## src/rtl/pc_sequencer_if.sv

```systemverilog
// Fetch-side handshake bundle: instruction-memory request/response, decode
// presentation and redirect/halt controls.
interface pc_sequencer_if;
  localparam int unsigned ADDR_W  = 64;
  localparam int unsigned INSTR_W = 32;

  logic               im_req;
  logic [ADDR_W-1:0]  im_addr;
  logic               im_ack;
  logic [INSTR_W-1:0] im_rdata;
  logic [INSTR_W-1:0] instr;
  logic               instr_valid;
  logic [ADDR_W-1:0]  instr_pc;
  logic               dec_ready;
  logic               br_valid;
  logic [ADDR_W-1:0]  br_target;
  logic               halt_req;

  modport master (
    output im_req, im_addr, instr, instr_valid, instr_pc,
    input  im_ack, im_rdata, dec_ready, br_valid, br_target, halt_req
  );

  modport slave (
    input  im_req, im_addr, instr, instr_valid, instr_pc,
    output im_ack, im_rdata, dec_ready, br_valid, br_target, halt_req
  );
endinterface

```

## src/rtl/pc_sequencer.sv

```systemverilog
// Fetch sequencer: owns the PC, issues instruction-memory fetches, holds each
// word for decode, and applies redirects, halts and misaligned-target faults.
module pc_sequencer #(
  parameter logic [63:0] RESET_VECTOR = 64'd0
) (
  input  logic                 clk,
  input  logic                 rst_n,
  pc_sequencer_if.master       bus,
  output logic [63:0]          pc,
  output logic                 halted,
  output logic                 fault
);
  localparam int unsigned ADDR_W  = 64;
  localparam int unsigned INSTR_W = 32;

  typedef enum logic [1:0] {BOOT, FETCH, ISSUE, HALT} state_e;

  state_e             state_q, state_d;
  logic [ADDR_W-1:0]  pc_q, pc_d;
  logic               im_req_q, im_req_d;
  logic [INSTR_W-1:0] instr_q, instr_d;
  logic               instr_valid_q, instr_valid_d;
  logic [ADDR_W-1:0]  instr_pc_q, instr_pc_d;
  logic               halted_q, halted_d;
  logic               fault_q, fault_d;
  logic               pend_valid_q, pend_valid_d;
  logic [ADDR_W-1:0]  pend_target_q, pend_target_d;
  logic [ADDR_W-1:0]  tgt;

  always_ff @(posedge clk or negedge rst_n) begin
    if (!rst_n) begin
      state_q       <= BOOT;
      pc_q          <= RESET_VECTOR;
      im_req_q      <= 1'b0;
      instr_q       <= '0;
      instr_valid_q <= 1'b0;
      instr_pc_q    <= '0;
      halted_q      <= 1'b0;
      fault_q       <= 1'b0;
      pend_valid_q  <= 1'b0;
      pend_target_q <= '0;
    end else begin
      state_q       <= state_d;
      pc_q          <= pc_d;
      im_req_q      <= im_req_d;
      instr_q       <= instr_d;
      instr_valid_q <= instr_valid_d;
      instr_pc_q    <= instr_pc_d;
      halted_q      <= halted_d;
      fault_q       <= fault_d;
      pend_valid_q  <= pend_valid_d;
      pend_target_q <= pend_target_d;
    end
  end

  always_comb begin
    state_d       = state_q;
    pc_d          = pc_q;
    im_req_d      = im_req_q;
    instr_d       = instr_q;
    instr_valid_d = instr_valid_q;
    instr_pc_d    = instr_pc_q;
    halted_d      = halted_q;
    fault_d       = fault_q;
    pend_valid_d  = pend_valid_q;
    pend_target_d = pend_target_q;
    tgt           = bus.br_valid ? bus.br_target : pend_target_q;

    case (state_q)
      BOOT: begin
        state_d  = FETCH;
        im_req_d = 1'b1;
      end
      FETCH: begin
        if (bus.im_ack) begin
          if (bus.br_valid || pend_valid_q) begin
            // Redirected fetch: drop the returned word and refetch at the target
            pend_valid_d = 1'b0;
            if (tgt[1:0] != 2'b00) begin
              fault_d  = 1'b1;
              halted_d = 1'b1;
              im_req_d = 1'b0;
              state_d  = HALT;
            end else begin
              pc_d = tgt;
            end
          end else begin
            instr_d       = bus.im_rdata;
            instr_pc_d    = pc_q;
            instr_valid_d = 1'b1;
            im_req_d      = 1'b0;
            state_d       = ISSUE;
          end
        end else if (bus.br_valid) begin
          pend_valid_d  = 1'b1;
          pend_target_d = bus.br_target;
        end
      end
      ISSUE: begin
        if (bus.br_valid) begin
          instr_valid_d = 1'b0;
          if (bus.br_target[1:0] != 2'b00) begin
            fault_d  = 1'b1;
            halted_d = 1'b1;
            state_d  = HALT;
          end else begin
            pc_d     = bus.br_target;
            im_req_d = 1'b1;
            state_d  = FETCH;
          end
        end else if (bus.dec_ready) begin
          pc_d          = ADDR_W'(pc_q + 64'd4);
          instr_valid_d = 1'b0;
          if (bus.halt_req) begin
            halted_d = 1'b1;
            state_d  = HALT;
          end else begin
            im_req_d = 1'b1;
            state_d  = FETCH;
          end
        end
      end
      HALT: begin
        im_req_d      = 1'b0;
        instr_valid_d = 1'b0;
        halted_d      = 1'b1;
      end
      default: state_d = BOOT;
    endcase
  end

  assign bus.im_req      = im_req_q;
  assign bus.im_addr     = pc_q;
  assign bus.instr       = instr_q;
  assign bus.instr_valid = instr_valid_q;
  assign bus.instr_pc    = instr_pc_q;
  assign pc              = pc_q;
  assign halted          = halted_q;
  assign fault           = fault_q;
endmodule
```

## src/flat_wrapper.sv

```systemverilog
// flat-port wrapper written by rule: the top's interface ports become plain ports
module pc_sequencer_flat 
#(
  parameter logic [63:0] RESET_VECTOR = 64'd0
)
  (clk, rst_n, pc, halted, fault, bus_im_req, bus_im_addr, bus_instr, bus_instr_valid, bus_instr_pc, bus_im_ack, bus_im_rdata, bus_dec_ready, bus_br_valid, bus_br_target, bus_halt_req);
  pc_sequencer_if bus_i ();
  input  logic clk;
  input  logic rst_n;
  output logic [63:0] pc;
  output logic halted;
  output logic fault;
  output wire logic [$bits(bus_i.im_req)-1:0] bus_im_req;
  output wire logic [$bits(bus_i.im_addr)-1:0] bus_im_addr;
  output wire logic [$bits(bus_i.instr)-1:0] bus_instr;
  output wire logic [$bits(bus_i.instr_valid)-1:0] bus_instr_valid;
  output wire logic [$bits(bus_i.instr_pc)-1:0] bus_instr_pc;
  input wire logic [$bits(bus_i.im_ack)-1:0] bus_im_ack;
  input wire logic [$bits(bus_i.im_rdata)-1:0] bus_im_rdata;
  input wire logic [$bits(bus_i.dec_ready)-1:0] bus_dec_ready;
  input wire logic [$bits(bus_i.br_valid)-1:0] bus_br_valid;
  input wire logic [$bits(bus_i.br_target)-1:0] bus_br_target;
  input wire logic [$bits(bus_i.halt_req)-1:0] bus_halt_req;
  assign bus_im_req = bus_i.im_req;
  assign bus_im_addr = bus_i.im_addr;
  assign bus_instr = bus_i.instr;
  assign bus_instr_valid = bus_i.instr_valid;
  assign bus_instr_pc = bus_i.instr_pc;
  assign bus_i.im_ack = bus_im_ack;
  assign bus_i.im_rdata = bus_im_rdata;
  assign bus_i.dec_ready = bus_dec_ready;
  assign bus_i.br_valid = bus_br_valid;
  assign bus_i.br_target = bus_br_target;
  assign bus_i.halt_req = bus_halt_req;
  pc_sequencer #(.RESET_VECTOR(RESET_VECTOR)) u_core (.clk(clk), .rst_n(rst_n), .bus(bus_i), .pc(pc), .halted(halted), .fault(fault));
endmodule
```

## config.mk

```make
export PLATFORM = sky130hd
export DESIGN_NAME = pc_sequencer_flat
export DESIGN_NICKNAME = d
export VERILOG_FILES = /design/src/rtl/pc_sequencer_if.sv /design/src/rtl/pc_sequencer.sv /design/src/flat_wrapper.sv
export SDC_FILE = /design/constraint.sdc
export NUM_CORES = 1
export LEC_CHECK = 0
export ABC_AREA = 0
export ABC_CLOCK_PERIOD_IN_PS = 5190
export BUFFER_PORTS_ARGS = -buffer_cell sky130_fd_sc_hd__buf_4
export CORE_AREA = 2 2 148 164
export DETAILED_ROUTE_END_ITERATION = 8
export DIE_AREA = 0 0 150 166
export PLACE_DENSITY = 0.78
export SLEW_MARGIN = 40
export SYNTH_ARGS = -nofsm -noshare
export SYNTH_HDL_FRONTEND = slang
export SYNTH_SLANG_ARGS = --single-unit
```

## constraint.sdc

```tcl
create_clock -name clk -period 5.19 [get_ports clk]
set_input_delay 0.519 -clock clk [delete_from_list [all_inputs] [get_ports clk]]
set_output_delay 0.519 -clock clk [all_outputs]
set_load 0.05 [all_outputs]
```

### Yosys cells after proc, flatten, opt, wreduce, memory -nomap -nowiden

Cells that the tools add are included.

* flip-flop bits (word level): 231
* input bits: 102

* add/sub/neg operators: 1
* equal/unequal tests: 17
* mux-type cells: 42
* bitwise operators: 2
* reductions and logical operators: 17

Operators with widths (number)
* $mux W64: 7
* $pmux W64 S2: 1
* $add A64 B3 Y64 const B: 1
* $mux W1: 22
* $ne A3 B3 Y1 const B: 5
* $mux W2: 7
* $reduce_and A6 Y1: 2
* $ne A2 B1 Y1 const B: 4
* $ne A2 B2 Y1 const B: 4
* $reduce_and A4 Y1: 2
* $reduce_bool A2 Y1: 4
* $reduce_and A7 Y1: 1
* $pmux W1 S3: 2
* $pmux W2 S3: 1
* $reduce_and A3 Y1: 2
* $reduce_bool A3 Y1: 2
* $reduce_and A5 Y1: 1
* $eq A2 B2 Y1 const B: 2
* $pmux W1 S4: 1
* $ne A3 B2 Y1 const B: 1
* $eq A2 B1 Y1 const B: 1
* $logic_not A2 Y1: 1
* $not A1 Y1: 2
* $pmux W1 S2: 1
* 2 further kinds: 2

### Longest topological paths before layout

Gate-level depths: netlist of the first run.

* word-level depth: 6
* mapped depth: 11
* gate-level depth less buffers: 8

### Least setup slack after synthesis of the first run

OpenSTA, ideal clock, no wires.

* kind: reg2reg
* start: register u_core.pc_q[2] (netlist: u_core.bus.im_addr[2])
* end: register u_core.pc_q[36] (netlist: u_core.bus.im_addr[36])
* arrival: 2.478 ns
* data required time: 5.061 ns
* setup slack: 2.583 ns
* stages on the path, launching flop included: 10
* buffers on the path: 2
* clock period less this slack: 2.607 ns
* cell sequence: dfrtp_1 -> ha_1 -> nand3_1 -> or2_2 -> clkbuf_1 -> nor3_1 -> buf_2 -> a41oi_1 -> o21ai_0 -> o21ai_1

* word-level cells in the longest chain between the ends: 4

Ends and longest elaborated chain
* from (decl): line pc_sequencer.sv:19 `logic [ADDR_W-1:0] pc_q, pc_d;`
* from (signal assigned): line pc_sequencer.sv:44 `pc_q <= pc_d;`
* $add A64 B3 Y64: line pc_sequencer.sv:112 `pc_d = ADDR_W'(pc_q + 64'd4);`
* $mux W64: line pc_sequencer.sv:111 `end else if (bus.dec_ready) begin`
* $mux W64: line pc_sequencer.sv:100 `if (bus.br_valid) begin`
* $pmux W64 S2: line pc_sequencer.sv:69 `case (state_q)`

No other way between the ends. The select of a mux whose other input is x is not followed.
A chain may end at the register's enable or synchronous reset.

### Final worst setup path of the first run

* start: register u_core.state_q[0]
* end: register u_core.pc_q[61] (netlist: u_core.bus.im_addr[61])

* word-level cells in the longest chain between the ends: 3
* elaborated cells between the ends (all ways): 10
* those cells by class: eq/ne (7); mux (1); reduce/logical (2)

Ends and longest elaborated chain
* from (decl): line pc_sequencer.sv:18 `state_e state_q, state_d;`
* from (signal assigned): line pc_sequencer.sv:43 `state_q <= state_d;`
* $eq A2 B2 Y1 or $eq A2 B1 Y1 (tied branches): line pc_sequencer.sv:69
* $ne A3 B3 Y1 (no source line) (tied with other cells)
* $reduce_and A6 Y1 (no source line)

Parallel ways exist; a longest one is shown, timed or not.

==> results.md, run 1 <==
- RSZ-0062 raised after global routing: no
- CTS Root Buffer Type: clkbuf_16
- Arrival time worst endpoint: 3460 ps
- #FFs+latches synth: 231
- Top cell type's share of synthesized area: 50.5%
- Async SR Flop Fraction: 100%
- Clock skew: ~7.8 ps
- Post-synth EDFFs: 0
- Maximum fanout along the worst path: 27
- Worst Setup Path Type: reg -> reg
- Post-Syn Nets: 1158
- Filler cells: roughly 1900
- Largest net degree at the start of global routing: 92
- Multi-input logic area: 4870 um2
- Port Buf Inserts: 329
- Chip height: 166 um
- Setup TNS: 0 ps
- Max Slew Vio Count: 0
- Post-synthesis cell area: approximately 11000 um2
- CTS max path bufs: 3
- # setup viols final: 0
- ANT nets after route: 0
- Layout Nets: 1393
- Max frequency: 324 MHz
- Sequential Area: between 5000 and 6000 um2
- CTS Sinks: roughly 230
- Routed vias/inst: 5.96
- Starting Density: 49.0%
- Cell Pwr Density: 796 nW/um2
- CP endpoint kind: register
- Number of cell rows: 59
- Req. time, crit path: ~5600 ps
- Seq/Total Area, Yosys: 50.5%
- IO Pins: 330
- Clk Latency, worst-skew pair: 520 ps
- Worst slack, placed: 1780 ps
- Layout cells sized above 1: a little over two fifths
- CTS tree: yes
- Clock-pin slew on the worst setup and hold paths: roughly 60 ps
- Ys flop type: dfrtp_1
- Vias in the first global route: 9253
- Status: completed
- Worst min path class: in -> reg
- Design area: roughly 15000 um2
- P_leak: 0.00658 uW
- Critical path startpoint category: register
- Clock buffer count from CTS: 25
- Initial antenna violation count: 0
- Synth top area cells: dfrtp_1, mux2_2, buf_4
- Die W: approximately 150 um
- DR pass1 iterations: 5
- Period Utilization, post-route: between 50% and 60%
- Warnings, synthesis: 0
- Area Overhead vs Synth: 26.9%
- Post-synth cell types: 57
- WL per Instance: about 20 um
- Avg Inst Size Synth: 10.9 um2
- Final WS setup: 2110 ps
- GRT Total Usage: 25.6%
- VDD IR-drop max: 499 uV
- Die Area: between 20000 and 25000 um2
- DRC violation count after routing: 0
- Relative slew slack: 44.6%
- First-pass GRT wire length: 50900 um
- Max-Cap Viols: 0
- Core ar.: 23300 um2
- # H-tree levels: 1
- Final hold violation count: 0
- Final GP Congestion: 0.849
- Total gr overflow: 0
- HPWL Detailed: 23000 um
- Vias: 9572
- Worst hold slack: ~200 ps
- Antenna diodes: 0
- Yosys top cell by area: dfrtp_1
- Mapped Cells: 1051
- Post-DP Area: 13700 um2
- Final wirelength: between 30000 and 40000 um
- Tightest Pin Transition: 828 ps
- First DRT Iteration DRCs: 903
- Resize count post-CTS: 0
- Design Power: between 10000 and 15000 uW
- Fin crit period: 3080 ps
-- cells by family after synthesis --
kind of cell	share of synthesized area, %
flip-flops	50.5
AND/OR/NAND/NOR	10.5
multiplexers	15.9
AO/OA/AOI/OAI	15.3
buffers and inverters	7.16
adder cells (fa/ha/maj)	0.547
-- power breakdown --
group / internal (uW) / leakage (uW) / switching (uW)
combinational: 2060 / 0.00337 / 4220
sequential: 2660 / 0.00283 / 889
clock: 1010 / 0.000391 / 715
total: 5730 / 0.00658 / 5830
-- layout make-up --
class	instances	share of cell area [%]
Timing Repair Buffer	344	18.2
Clock buffer	36	5.01
Tap cell	305	2.63
Clock inverter	6	0.405
Multi-Input combinational cell	669	33.6
Inverter	15	0.388
Sequential cell	231	39.8
-- sequential cells by signal, indices dropped and copies added (netlist names), 2 cells and up --
| name | flops |
|---|---|
| u_core.state_q | 2 |
| u_core.bus.instr | 32 |
| u_core.bus.im_addr | 64 |
| u_core.pend_target_q | 64 |
| u_core.bus.instr_pc | 64 |
-- cells in the final DEF, fill, tap and decap left out, drive strengths merged, types with 3 or more instances in the layout --
| cell type | instances |
|---|---|
| o211ai | 7 |
| and3 | 15 |
| and4 | 10 |
| nand3b | 5 |
| inv | 16 |
| o31a | 7 |
| a222oi | 5 |
| buf | 343 |
| and2 | 5 |
| a22oi | 25 |
| nor2 | 58 |
| o41ai | 12 |
| o22ai | 8 |
| o31ai | 3 |
| ha | 5 |
| nand4 | 19 |
| or3 | 4 |
| o311ai | 5 |
| a22o | 26 |
| a31oi | 17 |
| nor4 | 8 |
| o21ai | 83 |
| nand3 | 28 |
| or2 | 3 |
| clkbuf | 36 |
| a21o | 3 |
| dfrtp | 231 |
| a21oi | 42 |
| a32o | 3 |
| nand2 | 57 |
| o2bb2ai | 4 |
| mux2 | 160 |
| nor3 | 14 |
| clkinv | 4 |
| a41oi | 4 |
-- layer usage --
layer	vias to the layer above	global-route usage, %	routed length [um]
li1	4309	-	-
met1	4763	33.6	12900
met2	428	43.0	16300
met3	72	3.87	2450
met4	0	9.11	1070
met5	-	0	0
-- cell usage after synthesis (3+ instances only) --
cell type  number
a22oi_1        25
a32o_1          3
mux2_2        160
nor3_1         14
o22ai_1         8
o2bb2ai_1       4
a21oi_1        42
nand3_1        28
or3_1           4
and3_1         15
o311ai_0        4
nand4_1        19
buf_4          64
o21ai_0        81
dfrtp_1       231
buf_2           4
buf_1           6
o41ai_1        12
and2_1          4
a41oi_1         4
nand2_1        57
o31a_1          7
nand3b_1        5
and4_1         10
o31ai_1         3
nor4_1          7
nor2_1         58
ha_1            5
inv_1          15
a21o_1          3
o211ai_1        7
clkbuf_1       61
a22o_1         26
a222oi_1        5
a31oi_1        17
-- worst max-delay path: stages (launching register included) --
cell and delay (ps):
dfrtp_1 390, inv_1 80, ha_2 350, nand2b_2 140, a2bb2oi_1 330, and4_1 770
buf_4 420, nand3_1 120, o211ai_1 160, o311ai_0 160
-- final timing paths --
kind                                    from                       end  slack, ps  depth (start not counted)
max in group asynchronous              rst_n  u_core.pend_target_q[46]       3400                          4
min in group asynchronous              rst_n   u_core.bus.instr_pc[43]        430                          2
max reg2reg                u_core.state_q[0]    u_core.bus.im_addr[61]       2110                          9
min reg2reg                    u_core.halted             u_core.halted        460                          1
max                        u_core.state_q[0]    u_core.bus.im_addr[61]       2110                          9
min                               bus_im_ack       u_core.pend_valid_q        200                          2
-- stage by stage --
step	util, %	cells
2_1_floorplan	-	1051
3_3_place_gp	58.5	1560
3_5_place_dp	58.8	1563
4_1_cts	62.2	1606
5_1_grt	62.2	1606
6_report	62.2	1606
-- what timing repair did --
item / in CTS / in global routing
buffers inserted: 0 / 0
setup endpoints to repair: 0 / 0
hold endpoints to repair: 30 / 0
hold buffers: 1 / 0
Power figures use the tool's default switching activity.
==> run 2, diff against run 1 <==
--- a/config.mk
+++ b/config.mk
@@ -6,11 +6,11 @@
 export NUM_CORES = 1
 export LEC_CHECK = 0
 export ABC_AREA = 0
-export ABC_CLOCK_PERIOD_IN_PS = 5190
+export ABC_CLOCK_PERIOD_IN_PS = 2500
 export BUFFER_PORTS_ARGS = -buffer_cell sky130_fd_sc_hd__buf_4
-export CORE_AREA = 2 2 148 164
+export CORE_AREA = 2 2 152 169
 export DETAILED_ROUTE_END_ITERATION = 8
-export DIE_AREA = 0 0 150 166
+export DIE_AREA = 0 0 154 171
 export PLACE_DENSITY = 0.78
 export SLEW_MARGIN = 40
 export SYNTH_ARGS = -nofsm -noshare
==> constraint.sdc (replaced) <==
create_clock -name clk -period 2.5 [get_ports clk]
set_input_delay 0.25 -clock clk [delete_from_list [all_inputs] [get_ports clk]]
set_output_delay 0.25 -clock clk [all_outputs]
set_load 0.05 [all_outputs]
==> run 2 against run 1 <==
Compared with the run above:
- cell area is 9.6% higher
- critical path depth shrank 1
- maximum frequency is 31% higher
- final cell count grew 9.7%
- combinational power grew 120%
- non-clock buffer count increased by 140
- via count increased by 6.2%
- routed wire length up 9.4%
- clock power rose by 120%
- utilization rose by 1.9 points
- clock-buffer cell count fell by 8
- critical endpoint is now u_core.bus.im_addr[42]
==> results.md, run 2 (synthesized netlist as in run 1, its figures left out) <==
- Status: completed
- Largest net degree at the start of global routing: 75
- HPWL Detailed: between 20000 and 25000 um
- # setup viols final: 0
- Post-CTS Setup Bufs: 0
- Port Buf Inserts: 329
- Clock buffer count from CTS: 25
- DR pass1 iterations: 6
- Period Utilization, post-route: 94.3%
- ANT nets after route: 0
- Hold EP: u_core.bus.im_addr[0]
- Most frequent cells in the layout: buf_4, dfrtp_1, mux2_2
- Chip height: 171 um
- R2r endpoint: u_core.bus.im_addr[42]
- Die Area: approximately 26000 um2
- Cell Pwr Density: ~1600 nW/um2
- CTS max path bufs: 3
- Clock-pin slew on the worst setup and hold paths: 60 ps
- IO Pins: 330
- First DRT Iteration DRCs: between 700 and 800
- Layout cells sized above 1: 42.4%
- Max-Cap Viols: 0
- Core ar.: 24800 um2
- Max Slew Vio Count: 0
- Met3 GRT Util: 4.05%
- Worst slack, placed: 39.2 ps
- Clock skew: 17.9 ps
- Multi-input logic area: between 4000 and 5000 um2
- Most common cell after layout, fill and taps aside: buf_4
- Critical path startpoint category: register
- FF-to-FF path depth: 8
- End-of-flow core utilization: 64.2%
- Final WS setup: approximately 140 ps
- Met2 usage: 46.0%
- P_leak: 0.00723 uW
- Sequential Area: 5790 um2
- WL per Instance: around 20 um
- Max frequency: about 420 MHz
- Final GP Congestion: between 0.8 and 0.9
- Post-Layout Cell Count: between 1500 and 2000
- Vias in the first global route: between 10000 and 15000
- Tightest Pin Transition: 595 ps
- Filler cells: 1930
- Clk Latency, worst-skew pair: 530 ps
- Reg2reg start: u_core.bus.im_addr[2]
- CTS tree: yes
- Register-to-register setup slack: 140 ps
- # H-tree levels: 1
- Maximum fanout along the worst path: 8
- Starting Density: 46.1%
- Number of cell rows: 61
- Req. time, crit path: 2930 ps
- Worst min path class: in -> reg
- Layout Nets: between 1500 and 2000
- DRC violation count after routing: 0
- Placed Instances: 1619
- RSZ-0062 raised after global routing: yes
- VDD IR-drop max: approximately 1100 uV
- Total gr overflow: 0
- Final wirelength: approximately 36000 um
- Hold path start: bus_br_target[0]
- Initial antenna violation count: 1
- Worst Setup Path Type: reg -> reg
- First-pass GRT wire length: 54600 um
- Final hold violation count: 0
- Fin crit period: 2360 ps
- Arrival time worst endpoint: 2790 ps
- Setup TNS: 0 ps
- Area Overhead vs Synth: 39.2%
- Most Crowded Layer GR: met2
- GR Layer Usage met1: 32.2%
- Vias: 10200
- Routed vias/inst: 5.77
- CTS Sinks: 231
- CTS Root Buffer Type: clkbuf_16
- Hold path depth: 3
- Relative slew slack: between 60% and 70%
- GRT Total Usage: between 20% and 30%
- CP endpoint kind: register
- Die W: 154 um
run 2: changes by cell type in the layout (fill, tap and decap cells not counted), sizes merged, moves of 2 or more:
cell	before	now
bufinv	1	3
clkinvlp	0	2
dlygate4sd3	1	95
buf	343	389
clkinv	4	12
clkbuf	36	28
run 2: power breakdown:
| group | internal [uW] | switching [uW] |
|---|---|---|
| clock | 2180 | 1560 |
| sequential | 5540 | 1630 |
| combinational | 4710 | 9260 |
run 2: worst max-delay path, stage by stage, from the launching register on:
cell       delay, ps
dfrtp_2          450
ha_1             220
nand3_1          170
nor3_1           220
buf_4            150
nand2_1          230
nor4b_1          460
a222oi_1         170
o2bb2ai_1        200
run 2: how the worst max path moves through the flow:
stage	from	end	slack (ps)	cells past startpoint
4_1_cts	u_core.state_q[0]	u_core.bus.im_addr[1]	30	10
3_5_place_dp	u_core.state_q[0]	u_core.bus.im_addr[1]	40	10
5_1_grt	u_core.bus.im_addr[2]	u_core.bus.im_addr[56]	-50	8
3_3_place_gp	u_core.state_q[0]	u_core.bus.im_addr[53]	110	8
6_report	u_core.bus.im_addr[2]	u_core.bus.im_addr[42]	140	8
2_1_floorplan	u_core.bus.im_addr[9]	u_core.bus.im_addr[63]	30	7
run 2: what timing repair did:
item	in CTS	in global routing
endpoints found under the setup margin	0	20
hold buffers	94	1
hold endpoints to repair	161	1
resized for setup	0	6
run 2: layout make-up:
type	instances	share of cell area, %
multi-input cells	669	30.7
clock buffers	28	4.06
well taps	315	2.48
clock inverters	18	1.12
diodes	1	0.0157
inverters	15	0.354
repair buffers	484	24.9
flip-flops and latches	231	36.4
run 2: metal layers:
layer | vias to the layer above | wire length [um]
met2 | 414 | 18500
met5 | - | 0
met1 | 5089 | 14100
li1 | 4587 | -
met3 | 78 | 2200
met4 | 0 | 961
run 2: stage by stage:
| stage | instance area [um2] | hold slack (ps) | total power, uW |
|---|---|---|---|
| floorplan | 11400 | -45.6 | 16800 |
| global placement | 14100 | 273 | 20500 |
| detailed placement | 14100 | 273 | 20900 |
| CTS | 15900 | 0.735 | 24800 |
| global route | 15900 | 2.21 | 26000 |
| finish | 15900 | 13.4 | 24900 |
==> run 3, diff against run 2 <==
==> constraint.sdc (replaced) <==
create_clock -name clk -period 2.5 [get_ports clk]
set_input_delay 0.375 -clock clk [delete_from_list [all_inputs] [get_ports clk]]
set_output_delay 0.375 -clock clk [all_outputs]
set_load 0.05 [all_outputs]
==> run 3 against run 2 <==
Compared with the run above:
- clock skew decreased by 5.4 ps
- sequential share of layout area increased by 2.0 points
- sequential power decreased by 2%
- non-clock buffer count decreased by 89
- combinational power about the same
- flip-flop and latch count unchanged
- clock-buffer cell count increased by 5
- cell area decreased by 5.3%
- clock power increased by 4%
- critical endpoint is now u_core.bus.im_addr[63]
- highest routed layer unchanged
==> results.md, run 3 (synthesized netlist as in run 1, its figures left out) <==
- Status: completed
- Number of cell rows: 61
- Layout cells sized above 1: between 40% and 50%
- Total gr overflow: 0
- Worst hold slack: between 50 and 60 ps
- Largest net degree at the start of global routing: 74
- # H-tree levels: 1
- Tightest Pin Transition: around 530 ps
- Design area: 15100 um2
- Die W: 154 um
- Layout Nets: approximately 1400
- Clk Latency, worst-skew pair: between 500 and 600 ps
- CP endpoint kind: register
- Fin crit period: 2360 ps
- VDD IR-drop max: 1210 uV
- WL per Instance: 20.2 um
- Post-DP Area: 14200 um2
- FF-to-FF path depth: 8
- Critical path startpoint category: register
- Most common cell after layout, fill and taps aside: buf_4
- Met3 GRT Util: 4.28%
- CTS tree: yes
- Port Buf Inserts: 329
- Final WS setup: 141 ps
- IO Pins: between 300 and 400
- Worst min path class: in -> reg
- Most Crowded Layer GR: met2
- Hold path depth: 2
- GR Layer Usage met1: 30.6%
- Arrival time worst endpoint: 2810 ps
- P_leak: just under 0.007 uW
- Core ar.: 24800 um2
- Die Area: 26300 um2
- Chip height: 171 um
- Post-CTS Setup Bufs: 0
- Final GP Congestion: 0.902
- Relative slew slack: 64.9%
- Area Overhead vs Synth: 31.8%
- Worst Setup Path Type: reg -> reg
- CTS Root Buffer Type: clkbuf_16
- Initial antenna violation count: 1
- Req. time, crit path: between 2000 and 3000 ps
- CTS max path bufs: 3
- RSZ-0062 raised after global routing: yes
- DR pass1 iterations: 5
- # setup viols final: 0
- Clock-pin slew on the worst setup and hold paths: 60 ps
- First DRT Iteration DRCs: 651
- Met2 usage: 42.6%
- Max Slew Vio Count: 0
- Filler cells: approximately 2100
- DRC violation count after routing: 0
- Max-Cap Viols: 0
- CTS Sinks: roughly 230
- HPWL Detailed: 24000 um
- Max frequency: ~420 MHz
- Worst slack, placed: 92.4 ps
- Clock buffer count from CTS: 25
- GRT Total Usage: around 24%
- Clock skew: 12.5 ps
- Most frequent cells in the layout: buf_4, dfrtp_1, mux2_2
- Final wirelength: 33800 um
- Period Utilization, post-route: 94.4%
- ANT nets after route: 0
- Design Power: 24800 uW
- Maximum fanout along the worst path: 4
- Final hold violation count: 0
- Starting Density: 46.1%
- Vias in the first global route: 9544
- First-pass GRT wire length: 51700 um
- Routed vias/inst: slightly below 6
- Vias: roughly 9700
- Cell Pwr Density: 1650 nW/um2
## run 3: where the power goes
| group | internal [uW] | total [uW] | switching [uW] |
|---|---|---|---|
| combinational | 4660 | 13900 | 9260 |
| clock | 2370 | 3880 | 1520 |
| sequential | 5540 | 7020 | 1490 |
## run 3: what timing repair did
item	in CTS	in global routing
setup endpoints to repair	0	14
gates resized for setup	0	3
endpoints found under the hold margin	52	0
hold buffers	1	0
## run 3: worst max-delay path, cell delays in order (launching register included)
cell	delay, ps
dfrtp_1	400
inv_1	80
ha_1	250
nand2b_2	120
a2bb2oi_1	230
nand4_1	200
or3_1	400
or4b_1	510
nand3_1	100
## run 3: final cells by class
cell class | count | area, um2 | area share, %
antenna | 1 | 2.50 | 0.0166
clock buffer | 33 | 696 | 4.62
clock inverter | 12 | 164 | 1.09
inverter | 15 | 56.3 | 0.374
multi-input combinational | 669 | 4880 | 32.4
sequential | 231 | 5790 | 38.4
tap | 315 | 394 | 2.61
timing repair buffer | 395 | 3090 | 20.5
## run 3: metal layers
metal / routed length [um] / up-vias
met5: 0 / -
met4: 1010 / 0
met3: 2190 / 72
met2: 17100 / 378
met1: 13500 / 4857
li1: - / 4402
## run 3: final timing paths
kind | startpoint | to | slack, ps
min in group asynchronous | rst_n | u_core.pend_target_q[37] | 390
max in group asynchronous | rst_n | u_core.pend_target_q[59] | 1300
max reg2reg | u_core.state_q[0] | u_core.bus.im_addr[63] | 140
min | bus_im_ack | u_core.pend_valid_q | 60
min reg2reg | u_core.fault | u_core.fault | 460
max | u_core.state_q[0] | u_core.bus.im_addr[63] | 140
## run 3: through the flow
step                std cells  utilization, %  TNS [ps]
finish                   1671            60.8         0
global route             1670            60.8     -71.1
CTS                      1670            60.7         0
detailed placement       1624            57.2         0
global placement         1624            57.2         0
floorplan                1051               -         0
